<file path="src/rtl/binary_adder_4bit.sv">
// Registered carry-in/carry-out adder with one-cycle latency.
// Carry-lookahead inside 4-bit groups, group carries ripple between groups.
module binary_adder_4bit #(
  parameter int WIDTH = 4
) (
  input  logic             clk,
  input  logic             rst,
  input  logic             in_valid,
  input  logic [WIDTH-1:0] A,
  input  logic [WIDTH-1:0] B,
  input  logic             Cin,
  output logic [WIDTH-1:0] Sum,
  output logic             Cout,
  output logic             Ovf,
  output logic             Zero,
  output logic             out_valid
);

  localparam int NG = WIDTH / 4;

  logic [WIDTH-1:0] g;
  logic [WIDTH-1:0] p;
  logic [WIDTH-1:0] c;
  logic [NG:0]      gc;

  assign g     = A & B;
  assign p     = A ^ B;
  assign gc[0] = Cin;

  for (genvar k = 0; k < NG; k++) begin : g_grp
    localparam int B0 = 4 * k;
    logic [3:0] gg;
    logic [3:0] pp;
    logic       ci;

    assign gg = g[B0 +: 4];
    assign pp = p[B0 +: 4];
    assign ci = gc[k];

    assign c[B0]   = ci;
    assign c[B0+1] = gg[0] | (pp[0] & ci);
    assign c[B0+2] = gg[1] | (pp[1] & gg[0])
                   | (pp[1] & pp[0] & ci);
    assign c[B0+3] = gg[2] | (pp[2] & gg[1])
                   | (pp[2] & pp[1] & gg[0])
                   | (pp[2] & pp[1] & pp[0] & ci);
    assign gc[k+1] = gg[3] | (pp[3] & gg[2])
                   | (pp[3] & pp[2] & gg[1])
                   | (pp[3] & pp[2] & pp[1] & gg[0])
                   | (pp[3] & pp[2] & pp[1] & pp[0] & ci);
  end

  logic [WIDTH-1:0] sum_d;
  logic             cout_d;
  logic             ovf_d;
  logic             zero_d;

  always_comb begin
    sum_d  = p ^ c;
    cout_d = gc[NG];
    // Signed overflow: like-signed operands, result sign differs
    ovf_d  = (A[WIDTH-1] == B[WIDTH-1]) &&
             (sum_d[WIDTH-1] != A[WIDTH-1]);
    zero_d = (sum_d == '0);
  end

  logic [WIDTH-1:0] sum_q;
  logic             cout_q;
  logic             ovf_q;
  logic             zero_q;
  logic             valid_q;

  always_ff @(posedge clk) begin
    if (rst) begin
      sum_q   <= '0;
      cout_q  <= 1'b0;
      ovf_q   <= 1'b0;
      zero_q  <= 1'b0;
      valid_q <= 1'b0;
    end else begin
      valid_q <= in_valid;
      if (in_valid) begin
        sum_q  <= sum_d;
        cout_q <= cout_d;
        ovf_q  <= ovf_d;
        zero_q <= zero_d;
      end
    end
  end

  assign Sum       = sum_q;
  assign Cout      = cout_q;
  assign Ovf       = ovf_q;
  assign Zero      = zero_q;
  assign out_valid = valid_q;

endmodule

</file>
<file path="config.mk">
export PLATFORM = sky130hd
export DESIGN_NAME = binary_adder_4bit
export DESIGN_NICKNAME = d
export VERILOG_FILES = /design/src/rtl/binary_adder_4bit.sv
export SDC_FILE = /design/constraint.sdc
export NUM_CORES = 1
export LEC_CHECK = 0
export CORE_AREA = 2 2 39 41
export CTS_BUF_LIST = sky130_fd_sc_hd__clkbuf_8
export DETAILED_ROUTE_END_ITERATION = 8
export DIE_AREA = 0 0 41 43
export PLACE_DENSITY_LB_ADDON = 0.25
export RECOVER_POWER = 100
export SETUP_SLACK_MARGIN = 0.2
export SLEW_MARGIN = 10
export SYNTH_ARGS = -nofsm -noshare
export SYNTH_HDL_FRONTEND = slang
export SYNTH_SLANG_ARGS = --single-unit
</file>
<file path="constraint.sdc">
create_clock -name clk -period 2.2 [get_ports clk]
set_clock_uncertainty 0.1 [all_clocks]
set_input_delay 0.22 -clock clk [delete_from_list [all_inputs] [get_ports clk]]
set_output_delay 0.22 -clock clk [all_outputs]
set_load 0.1 [all_outputs]
</file>
==> results of run 1 <==
## critical path: stages
cell and delay [ns]:
clkdlybuf4s50_1 0.45, ha_1 0.35, a211oi_4 0.25, o21bai_1 0.17, xor2_1 0.19, o41ai_1 0.32
## state kept, by name (all words and copies together) (netlist names)
name	count
Cout	1
Sum	4
Zero	1
Ovf	1
out_valid	1
## through the flow
stage	cell area, um2	hold WS [ns]
6_report	646.9	0.3635
2_1_floorplan	456.7	0.3068
5_1_grt	646.9	0.3935
4_1_cts	688.2	0.3698
3_5_place_dp	646.9	0.3499
3_3_place_gp	646.9	0.3470
## report_power, final
part           leakage, nW  internal (mW)  switching (mW)
registers           0.0660          0.157         0.00505
clock network       0.0216          0.118          0.0562
logic                0.164         0.0529           0.127
total                0.252          0.329           0.188
## synthesized netlist by cell type, drive strengths merged, types with 2 or more instances
cell type	instances	area, um2
clkbuf	2	7.510
nor2	7	26.28
nand2	3	11.26
a211oi	3	35.03
ha	4	50.05
nand2b	2	12.51
a21oi	2	10.01
dfxtp	8	160.2
## cell type report
cell class | count | area, um2 | share of cell area (%)
well taps | 16 | 20.02 | 3.095
flip-flops and latches | 8 | 160.2 | 24.76
clock buffers | 3 | 41.29 | 6.383
repair buffers | 20 | 147.6 | 22.82
multi-input cells | 35 | 277.8 | 42.94
## path summary, 6_finish.rpt
path	to	slack (ns)	cells after the start
worst max register to register	Sum[1]	1.47	2
worst min register to register	Zero	0.36	2
worst min-delay path	Zero	0.36	2
worst max-delay path	Zero	0.28	6
## cell families after synthesis
logic type                 share of synthesized area (%)
muxes                                              2.192
adders and majority gates                          15.34
buffers and inverters                              1.644
xor gates and xnor gates                           3.836
and+or+nand+nor                                    18.63
AOI/OAI and AO/OA                                  23.29
DFF                                                35.07
## routing by layer
metal  up-vias  GRT usage, %  share of wire [%]
li1        204             -                  -
met1       192         15.64                 42
met2        11         20.31                 49
met3         0         9.948                8.3
met4         0         6.000                  0
met5         -             0                  0
==> results_dict.tcl, run 1 <==
set metrics [dict create \
    run_status "completed" \
    timing.critical_path.fanout_max 4 \
    die_w_um 41 \
    setup-tns-final_ns 0 \
    postLayoutCoreUtil_pct 46.75 \
    die-area_mm2 0.001763 \
    netlist-cell-type-count 23 \
    worst_skew_pair.late_latency_ns 0.23 \
    finalSetupViolCount 0 \
    worst_ir_drop_vdd_mv 0.6615 \
    share_of_synthesized_flip_flops_with_an_asynchronous_set_or_reset_pct 0 \
    final-max-slew-violation-count 0 \
    clk_root_buffer_cell "clkbuf_8" \
    layout-drive-gt1-share_pct 9.091 \
    sequential_area_share_after_synthesis_pct 35.07 \
    cts_tree "built" \
    synth_area_um2 456.7 \
    global_route.usage.total_pct 14.21 \
    viasPerCell 4.963 \
    static-leakage-power_nw 0.2516 \
    design_power_total_mw 0.5167 \
    timing.critical_path.to_type "register" \
    hpwl_um 720.5 \
    row_count 14 \
    slew_of_the_pin_with_the_lowest_slew_margin_ns 1.163 \
    tritoncts.num_buffers 3 \
    n_fill_cell 147 \
    synth.avg_cell_area_um2 10.15 \
    holdCritPathClass "reg2reg" \
    clockBufferDepth 2 \
    htreeDepth 1 \
    grt_pass1_vias 384 \
    timing.critical_path.from_type "primary input" \
    floorplan_die_height_um 43 \
    place_congestion 0.7359 \
    post-place-ws_ns 0.1221 \
    antenna-diode-count 0 \
    worst_ep_required_time_ns 2.22 \
    syn_nets 62 \
    drc_errors 0 \
    placed_cells 79 \
    wl_per_cell_um 10.98 \
    final_cell_count_no_fill 82 \
    synth_seq_cells 8 \
    worst_setup_hold_path_clk_slew_ns 0.04 \
    grt_max_degree 10 \
    post_cts_repair_timing_setup_buffer_count 0 \
    criticalPathCategory "in2reg" \
    maxCapViolations 0 \
    commonest_cells_after_routing_fill_and_taps_aside "clkdlybuf4s50_1, dfxtp_1, clkbuf_1, nor2_1, ha_1" \
    hp-start "Zero" \
    layout.nets 85 \
    overflow 0 \
    areaGrowthSynthToFinish_pct 41.64 \
    critical_path_startpoint "A[0]" \
    detail_route.first_pass.iterations 3 \
    worst-endpoint-arrival_ns 1.94 \
    synth-warning-count 0 \
    io_buffers 19 \
    rr_startpoint "Sum[1]" \
    post_cts_hold_buffers 0 \
    power_density_mw_per_mm2 798.8 \
    grt_setup_unrepaired "false" \
    slew_headroom_pct 22.81 \
    core_region_area_mm2 0.001384 \
    syn-instance-count 45 \
    detailroute.via_count 407 \
    start_util_pct 33.00 \
    ys.flop_type "dfxtp_1" \
    maxClockFrequency_ghz 0.5201 \
    antenna_left 0 \
    grt_antenna_before_repair 0 \
    fin_ws_ns 0.2775 \
    wl_um 900 \
    grt_first_pass_wirelength_mm 1.614 \
    most_common_library_cell_in_the_layout_ignoring_fill_and_taps "clkdlybuf4s50_1" \
    top_level_ports 20 \
    period_minus_slack_ns 1.923 \
    layout_worst_path_cycle_share_pct 87.39 \
    cts-resized-gates 0 \
    numClockSinks 8 \
    number_of_synthesized_flops_with_an_enable_pin 0 \
    drt_iter0_drc 1 \
    final_number_of_hold_violating_endpoints 0 \
]
Note: power is estimated with default switching activity, not from simulation.
==> inputs of run 2 (changes only) <==
--- a/config.mk
+++ b/config.mk
@@ -7,6 +7,7 @@
 export LEC_CHECK = 0
 export CORE_AREA = 2 2 39 41
 export CTS_BUF_LIST = sky130_fd_sc_hd__clkbuf_8
+export CTS_CLUSTER_SIZE = 24
 export DETAILED_ROUTE_END_ITERATION = 8
 export DIE_AREA = 0 0 41 43
 export PLACE_DENSITY_LB_ADDON = 0.25
==> results of run 2 <==
Final layout, timing and power as in run 1 (identical DEF).
